## config.mk

```make
export PLATFORM = sky130hd
export DESIGN_NAME = network_interface
export DESIGN_NICKNAME = d
export VERILOG_FILES = /design/src/rtl/network_interface.sv
export SDC_FILE = /design/constraint.sdc
export NUM_CORES = 1
export LEC_CHECK = 0
export CAP_MARGIN = 5
export CORE_MARGIN = 10
export CORE_UTILIZATION = 30
export DETAILED_ROUTE_END_ITERATION = 6
export HOLD_SLACK_MARGIN = 0.15
export SYNTH_ARGS = -nofsm -noshare
export SYNTH_HDL_FRONTEND = slang
export SYNTH_SLANG_ARGS = --single-unit
```

## constraint.sdc

```tcl
create_clock -name clk -period 6.3 [get_ports clk]
set_input_delay 0.945 -clock clk [delete_from_list [all_inputs] [get_ports clk]]
set_output_delay 0.945 -clock clk [all_outputs]
set_load 0.02 [all_outputs]
```

## src/rtl/network_interface.sv

```systemverilog
// -----------------------------------------------------------------------------
// network_interface
//  Core-side endpoint of a mesh router's core port (port 0).
//  TX path: packets from the local core are buffered in a circular queue and
//  presented to the router through a registered output stage under the
//  valid/enable protocol (transfer = o_data_val & i_en).
//  RX path: packets ejected by the router are buffered for the core; each
//  written packet's destination is checked against this node's coordinates.
//
//  Ports
//   clk, reset_n              clock (rising edge), synchronous active-low reset
//   i_tx_packet/i_tx_val      packet from core, valid
//   o_tx_ready                TX queue has space (push = i_tx_val & o_tx_ready)
//   o_data/o_data_val         packet to router core-port input, valid
//   i_en                      router input enable (transfer = o_data_val & i_en)
//   i_data/i_data_val         packet from router core-port output, valid
//   o_en                      RX queue has space (enable to router)
//   o_rx_packet/o_rx_val      head of RX queue to core, valid
//   i_rx_ready                core pop = o_rx_val & i_rx_ready
//   o_tx_count/o_rx_count     saturating packet counters
//   o_misroute                sticky: misaddressed packet or RX overflow seen
// -----------------------------------------------------------------------------
package ni_pkg;
  typedef struct packed {
    logic [3:0]  x_dest;
    logic [3:0]  y_dest;
    logic [15:0] payload;
  } packet_t;
endpackage

module network_interface
  import ni_pkg::*;
#(
  parameter int unsigned X_LOC    = 0,
  parameter int unsigned Y_LOC    = 0,
  parameter int unsigned TX_DEPTH = 4,
  parameter int unsigned RX_DEPTH = 4,
  parameter int unsigned CNT_W    = 16
) (
  input  logic             clk,
  input  logic             reset_n,
  input  packet_t          i_tx_packet,
  input  logic             i_tx_val,
  output logic             o_tx_ready,
  output packet_t          o_data,
  output logic             o_data_val,
  input  logic             i_en,
  input  packet_t          i_data,
  input  logic             i_data_val,
  output logic             o_en,
  output packet_t          o_rx_packet,
  output logic             o_rx_val,
  input  logic             i_rx_ready,
  output logic [CNT_W-1:0] o_tx_count,
  output logic [CNT_W-1:0] o_rx_count,
  output logic             o_misroute
);

  localparam int unsigned TX_AW = $clog2(TX_DEPTH);
  localparam int unsigned RX_AW = $clog2(RX_DEPTH);
  localparam logic [TX_AW:0] TX_FULL = (TX_AW+1)'(TX_DEPTH);
  localparam logic [RX_AW:0] RX_FULL = (RX_AW+1)'(RX_DEPTH);
  localparam logic [3:0] X_ID = 4'(X_LOC);
  localparam logic [3:0] Y_ID = 4'(Y_LOC);

  typedef enum logic [0:0] {IDLE, SEND} state_t;

  // ---------------------------------------------------------------------------
  // TX queue
  // ---------------------------------------------------------------------------
  packet_t          r_tx_mem [TX_DEPTH];
  logic [TX_AW-1:0] r_tx_wr;
  logic [TX_AW-1:0] r_tx_rd;
  logic [TX_AW:0]   r_tx_cnt;

  logic    w_tx_push;
  logic    w_tx_pop;
  logic    w_tx_nempty;
  logic    w_xfer;
  packet_t w_tx_head;

  state_t  r_state;
  packet_t r_data;
  logic    r_data_val;

  assign o_tx_ready  = (r_tx_cnt != TX_FULL);
  assign w_tx_nempty = (r_tx_cnt != '0);
  assign w_tx_push   = i_tx_val & o_tx_ready;
  assign w_tx_head   = r_tx_mem[r_tx_rd];
  assign w_xfer      = r_data_val & i_en;
  // The stage takes a new head whenever it is empty or is emptying this cycle.
  assign w_tx_pop    = w_tx_nempty & ((r_state == IDLE) | i_en);

  always_ff @(posedge clk) begin
    if (w_tx_push) r_tx_mem[r_tx_wr] <= i_tx_packet;
  end

  always_ff @(posedge clk) begin
    if (!reset_n) begin
      r_tx_wr  <= '0;
      r_tx_rd  <= '0;
      r_tx_cnt <= '0;
    end else begin
      if (w_tx_push) r_tx_wr <= r_tx_wr + 1'b1;
      if (w_tx_pop)  r_tx_rd <= r_tx_rd + 1'b1;
      case ({w_tx_push, w_tx_pop})
        2'b10:   r_tx_cnt <= r_tx_cnt + 1'b1;
        2'b01:   r_tx_cnt <= r_tx_cnt - 1'b1;
        default: r_tx_cnt <= r_tx_cnt;
      endcase
    end
  end

  // ---------------------------------------------------------------------------
  // TX output stage
  // ---------------------------------------------------------------------------
  always_ff @(posedge clk) begin
    if (!reset_n) begin
      r_state    <= IDLE;
      r_data     <= '0;
      r_data_val <= 1'b0;
    end else begin
      case (r_state)
        IDLE: begin
          if (w_tx_nempty) begin
            r_data     <= w_tx_head;
            r_data_val <= 1'b1;
            r_state    <= SEND;
          end
        end
        SEND: begin
          if (i_en) begin
            if (w_tx_nempty) begin
              r_data <= w_tx_head;
            end else begin
              r_data_val <= 1'b0;
              r_state    <= IDLE;
            end
          end
        end
        default: begin
          r_state    <= IDLE;
          r_data_val <= 1'b0;
        end
      endcase
    end
  end

  assign o_data     = r_data;
  assign o_data_val = r_data_val;

  // ---------------------------------------------------------------------------
  // RX queue
  // ---------------------------------------------------------------------------
  packet_t          r_rx_mem [RX_DEPTH];
  logic [RX_AW-1:0] r_rx_wr;
  logic [RX_AW-1:0] r_rx_rd;
  logic [RX_AW:0]   r_rx_cnt;

  logic w_rx_full;
  logic w_rx_pop;
  logic w_rx_wr;
  logic w_rx_drop;
  logic w_rx_wrong;

  assign w_rx_full   = (r_rx_cnt == RX_FULL);
  assign o_en        = ~w_rx_full;
  assign o_rx_val    = (r_rx_cnt != '0);
  assign o_rx_packet = r_rx_mem[r_rx_rd];
  assign w_rx_pop    = o_rx_val & i_rx_ready;
  // A pop in the same cycle frees the slot, so a write to a full queue only
  // overflows when the core is not popping.
  assign w_rx_wr     = i_data_val & (~w_rx_full | w_rx_pop);
  assign w_rx_drop   = i_data_val & w_rx_full & ~w_rx_pop;
  assign w_rx_wrong  = i_data_val & ((i_data.x_dest != X_ID) | (i_data.y_dest != Y_ID));

  always_ff @(posedge clk) begin
    if (w_rx_wr) r_rx_mem[r_rx_wr] <= i_data;
  end

  always_ff @(posedge clk) begin
    if (!reset_n) begin
      r_rx_wr  <= '0;
      r_rx_rd  <= '0;
      r_rx_cnt <= '0;
    end else begin
      if (w_rx_wr)  r_rx_wr <= r_rx_wr + 1'b1;
      if (w_rx_pop) r_rx_rd <= r_rx_rd + 1'b1;
      case ({w_rx_wr, w_rx_pop})
        2'b10:   r_rx_cnt <= r_rx_cnt + 1'b1;
        2'b01:   r_rx_cnt <= r_rx_cnt - 1'b1;
        default: r_rx_cnt <= r_rx_cnt;
      endcase
    end
  end

  // ---------------------------------------------------------------------------
  // Status: saturating counters and sticky misroute flag
  // ---------------------------------------------------------------------------
  logic [CNT_W-1:0] r_tx_count;
  logic [CNT_W-1:0] r_rx_count;
  logic             r_misroute;

  always_ff @(posedge clk) begin
    if (!reset_n) begin
      r_tx_count <= '0;
      r_rx_count <= '0;
      r_misroute <= 1'b0;
    end else begin
      if (w_xfer && (r_tx_count != '1))     r_tx_count <= r_tx_count + 1'b1;
      if (i_data_val && (r_rx_count != '1)) r_rx_count <= r_rx_count + 1'b1;
      if (w_rx_drop || w_rx_wrong)          r_misroute <= 1'b1;
    end
  end

  assign o_tx_count = r_tx_count;
  assign o_rx_count = r_rx_count;
  assign o_misroute = r_misroute;

endmodule

```

## Word level (Yosys, flattened, before mapping)

Memories as Yosys holds them, arrays and structs flattened. A register that Yosys moved wholly into a read port is not among the register bits.
Index checks and enable logic that the tools add are counted.

- Add/subtract/negate cells: 10
- $mul: 0
- Div/mod/pow operators: 0
- Magnitude comparators: 0
- Equal/unequal tests: 11
- Shift operators: 0
- Mux-type cells: 20
- Bitwise logic cells: 14
- Reduce and logical (&&, ||, !) cells: 10

Operators with widths:

| cell | number |
|---|---|
| 24-bit 2-to-1 mux | 2 |
| 24-bit one-hot mux with 2 select lines | 1 |
| 16-bit by 1-bit adder with 16-bit output (second input constant) | 2 |
| 16-bit != test (second input constant) | 2 |
| 3-bit one-hot mux with 2 select lines | 2 |
| 1-bit 2-to-1 mux | 9 |
| 2-bit by 1-bit adder with 2-bit output (second input constant) | 4 |
| 1-bit AND | 8 |
| 2-bit 2-to-1 mux | 4 |
| 4-bit nonzero test | 2 |
| 3-bit by 1-bit adder with 3-bit output (second input constant) | 2 |
| 2-bit != test (second input constant) | 3 |
| 3-bit nonzero test | 2 |
| 3-bit by 1-bit subtractor with 3-bit output (second input constant) | 2 |
| 2-bit by 1-bit == test with 1-bit output (second input constant) | 2 |
| 2-bit == test (second input constant) | 2 |
| 1-bit one-hot mux with 2 select lines | 2 |
| 2-bit nonzero test | 2 |
| 3-bit == test (second input constant) | 1 |
| 3-bit != test (second input constant) | 1 |
| 1-bit NOT | 3 |
| 1-bit OR | 3 |
| 3-bit AND reduction | 1 |
| 1-bit logical AND | 2 |
| 1-bit logical OR | 1 |

- Register bits: 73
- Bits in latches: 0
- Memory bits (writable): 192
- Memory bits (read-only): 0
- Input port bits: 54
- Output and inout bits: 85
- Word-level logic and storage cells: 81
- Memories: 2

Memories:

| memory | words | bits a word | rd ports | clocked after memory_dff | wr ports | line | text |
|---|---|---|---|---|---|---|---|
| r_rx_mem | 4 | 24 | 1 | 1 | 1 | 155 | `packet_t r_rx_mem [RX_DEPTH];` |
| r_tx_mem | 4 | 24 | 1 | 1 | 1 | 71 | `packet_t r_tx_mem [TX_DEPTH];` |

## Logic depth before layout (Yosys ltp)

- Word-level depth: 6
- Mapped depth: 10
- Mapped depth without buffers: 9

## Least setup slack after synthesis

Ideal clock, no wire load.

- Path type: input to register
- From: input i_en
- To: register r_tx_cnt[2]
- Setup time: 70 ps
- Data arrival time: 2807 ps
- Required time: 6230 ps
- Slack: 3423 ps
- Stages: 10
- Buffers on the path: 1
- Path through: nand2b_1 > nand2_1 > inv_2 > clkbuf_1 > ha_1 > inv_1 > fa_1 > xor2_1 > or3_1 > a21oi_1

- Word-level cells in the longest chain between the ends: 4
- Elaborated cells on any way between the ends: 6
- Those cells by class: eq/ne (2); mux (1); bitwise (2); reduce/logical (1)

RTL lines:

| what | line | text |
|---|---|---|
| start, declared | 47 | `input logic i_en,` |
| 1-bit OR * | 92 | `assign w_tx_pop = w_tx_nempty & ((r_state == IDLE) \| i_en);` |
| 1-bit AND * | 92 |  |
| net w_tx_pop | 77 | `logic w_tx_pop;` |
| 2-bit by 1-bit == test with 1-bit output or 2-bit == test (tied branches) | 106 | `case ({w_tx_push, w_tx_pop})` |
| 3-bit one-hot mux with 2 select lines or 2-bit nonzero test (tied branches) | n/a |  |
| end signal, assigned | 107 | `2'b10: r_tx_cnt <= r_tx_cnt + 1'b1;` |
| end signal, assigned | 108 | `2'b01: r_tx_cnt <= r_tx_cnt - 1'b1;` |
| end signal, assigned | 109 | `default: r_tx_cnt <= r_tx_cnt;` |
| end, declared | 74 | `logic [TX_AW:0] r_tx_cnt;` |

The timed path passes the listed nets; every way through them passes the cells marked *.
A chain may end at the register's enable or synchronous reset.

## Worst setup path after layout

- From: input i_en
- To: register r_tx_cnt[2]

- Word-level cells in the longest chain between the ends: 4
- Elaborated cells on any way between the ends: 6
- Those cells by class: eq/ne (2); mux (1); bitwise (2); reduce/logical (1)

RTL lines:

| what | line |
|---|---|
| 1-bit OR * | 92 |
| 1-bit AND * | 92 |
| 2-bit by 1-bit == test with 1-bit output or 2-bit == test (tied branches) | 106 |
| 3-bit one-hot mux with 2 select lines or 2-bit nonzero test (tied branches) | n/a |

Mark *: on every way between the ends. The rest lies on a longest branch, timed or not.

==> out/summary.txt <==
outcome -> finished clean
first-pass GRT wire length -> 35700 um
Clock Latency Late Sink -> 540 ps
post-synth top area share -> 54.8%
Final period util -> 60.7%
Cell variety after synth -> 52
crit path time final -> 3830 ps
Final Non-Filler Cells -> 1308
PostCTS Resize Cnt -> 0
Area Growth Syn to Fin -> 27.8%
Min-Delay Path Depth -> 2
DRT Wirelength -> 23000 um
placed cell area -> 12400 um^2
crit path to -> r_tx_cnt[2]$_SDFFE_PN0P_
RSZ-0062 raised after global routing -> no
initial DRC count -> 365
top sig layer -> met4
Placed Instances -> 1255
Detail Route met3 WL -> 1060 um
Syn Area/Cell -> 15.5 um^2
vias per cell -> 4.68
final hold vios -> 0
Synth Cell Area -> 10500 um^2
hold crit path type -> flop to flop
total CTS buffers -> 29
Worst EP required -> 6760 ps
CP max stage delay -> 670 ps
via count -> 6117
area of the multi-input gates -> 3010 um^2
Sink Count -> 269
fillcell total -> 3237
count leader, synth -> edfxtp_1
top post-synthesis cells by count -> 192 x edfxtp_1, 83 x nand2_1, 77 x dfxtp_1
Static Leak -> 0.00444 uW
ant diodes -> 0
post-cts hold buffer count -> 0
Worst Setup SP -> i_en
ANT nets after route -> 0
TritonRoute pass-1 iters -> 4
CTS clock-pin slew for the worst setup and hold paths -> 60 ps
CP Data Arrival Time -> 4290 ps
asr flop ratio synth -> 0%
grt ovf -> 0
core area -> 34500 um^2
Post-synth EDFFs -> 192
Critical Path End Type -> flop
worst-margin pin slew -> 955 ps
Seq/Total Area, Yosys -> 69.4%
antenna violations before repair -> 0
largest net degree at the start of global routing -> 40
Global Route Usage Sum -> 10.2%
TNS Setup -> 0 ps
Boundary Pins -> 139
Max Root-Sink Buffers -> 3
max-cap viol count -> 0
die width -> 207 um
Port Buffers -> 138
layout cells sized above 1 -> 14.7%
Slew Viols, Final -> 0
Seq. cell area -> 7310 um^2
vias in the first global route -> 6052
R2R Path Start -> r_tx_cnt[0]$_SDFFE_PN0P_
dpl hpwl -> 14800 um
clk_skew -> 12.0 ps
Slowest cell on crit path -> inv_2
pwr dens -> 402 nW/um^2
critical path class -> input port to flop
H-tree Lvls -> 1
Post-CTS Setup Inserts -> 0
Rel. slew slack -> 36.2%
Die ar. -> 43000 um^2
FF-to-FF setup slack -> 3150 ps
row count -> 68
CTS root buf -> clkbuf_16
final std cell area, no fill -> 13500 um^2
synthesized flop and latch total -> 269
Routability Congestion -> 0.762
cells on worst reg2reg path -> 9
number of remaining DRC errors -> 0
die height -> 207 um
Peak VDD IR -> 0.000255 V
crit start category -> input port
critical path peak fanout -> 26
CTS tree -> done
Yosys warnings -> 0
FMAX -> 261 MHz
met1 WL -> 10200 um
met2 wire length -> 11200 um
worst path cell trace -> clkdlybuf4s50_1 -> nand2b_1 -> nand2_1 -> inv_2 -> ha_1 -> inv_1 -> fa_1 -> xor2_1 -> or3_1 -> a21oi_1
Avg WL per Cell -> 17.6 um
Synthesized Nets -> 747
Synth area leader -> edfxtp_1
hold_ws -> 453 ps
Power Total -> 5410 uW
Top FF cell, synth -> edfxtp_1
Syn Inst Count -> 680
final setup violation count -> 0
top area cells in the synthesized netlist -> edfxtp_1 55%, dfxtp_1 15%, mux4_2 10%, nand2_1 3.0%, a21oi_1 2.4%
worst r2r dst -> r_tx_cnt[2]$_SDFFE_PN0P_
Initial Util -> 30.5%
nets -> 898
-- sequential cells by signal, summed over array words and instances, names as in the netlist, 2 cells and up, named ones only --
name	count
o_data	24
o_rx_count	16
r_tx_cnt	3
o_tx_count	16
r_rx_mem	96
r_rx_wr	2
r_tx_rd	2
r_rx_cnt	3
r_tx_mem	96
r_tx_wr	2
r_rx_rd	2
-- cell families after synthesis --
family | share of synthesized area [%]
flops | 69.4
simple gates | 9.67
compound gates | 4.66
mux | 11.9
buf+inv | 2.02
fa+ha+maj | 1.69
xor+xnor | 0.665
-- per-stage QoR --
step / worst slack [ps] / utilization, %
finish: 2470 / 39.0
global route: 2240 / 39.0
CTS: 2430 / 39.0
detailed placement: 1870 / 36.0
global placement: 1880 / 36.0
floorplan: 3420 / -
-- layer usage --
metal,track usage [%],vias up
li1,-,2920
met1,13.1,3019
met2,17.0,142
met3,2.26,36
met4,2.76,0
met5,0,-
-- cell type report --
class | instances | area share (%)
inverter | 19 | 0.530
tap | 455 | 4.23
multi-input combinational | 362 | 22.4
clock inverter | 20 | 1.83
clock buffer | 33 | 5.80
sequential | 269 | 54.3
timing repair buffer | 150 | 10.9
-- worst min path at each step --
stage / to / from / slack [ps]
final: o_data[0]$_SDFFE_PN0P_ / o_data[0]$_SDFFE_PN0P_ / 450
after floorplan: o_data_val$_SDFFE_PN0P_ / r_state$_SDFF_PN0_ / 450
after global placement: o_data[0]$_SDFFE_PN0P_ / o_data[0]$_SDFFE_PN0P_ / 440
after CTS: o_data[0]$_SDFFE_PN0P_ / o_data[0]$_SDFFE_PN0P_ / 450
after global routing: o_data[0]$_SDFFE_PN0P_ / o_data[0]$_SDFFE_PN0P_ / 470
after detailed placement: o_data[0]$_SDFFE_PN0P_ / o_data[0]$_SDFFE_PN0P_ / 450
-- cells in the final DEF (no fill, tap or decap), types with 17 or more instances in the layout --
cell type / instances
a21oi_1: 50
dfxtp_1: 75
edfxtp_1: 192
inv_1: 17
nor2_1: 20
mux4_2: 48
clkdlybuf4s50_1: 138
clkbuf_16: 29
mux2i_1: 17
nand2_1: 83
-- critical path, delay by kind of cell --
kind / cells / cell delay (ps)
compound gates: 1 / 140
buf+inv: 3 / 1320
xor+xnor: 1 / 160
fa+ha+maj: 2 / 650
simple gates: 3 / 1070
-- power by group --
| group | switching [uW] | internal (uW) | leakage (uW) | total, uW |
|---|---|---|---|---|
| combinational | 661 | 647 | 0.00154 | 1310 |
| sequential | 197 | 2130 | 0.00239 | 2320 |
| clock | 687 | 1100 | 0.000508 | 1780 |
No activity file was read; power rests on OpenSTA's default activity.
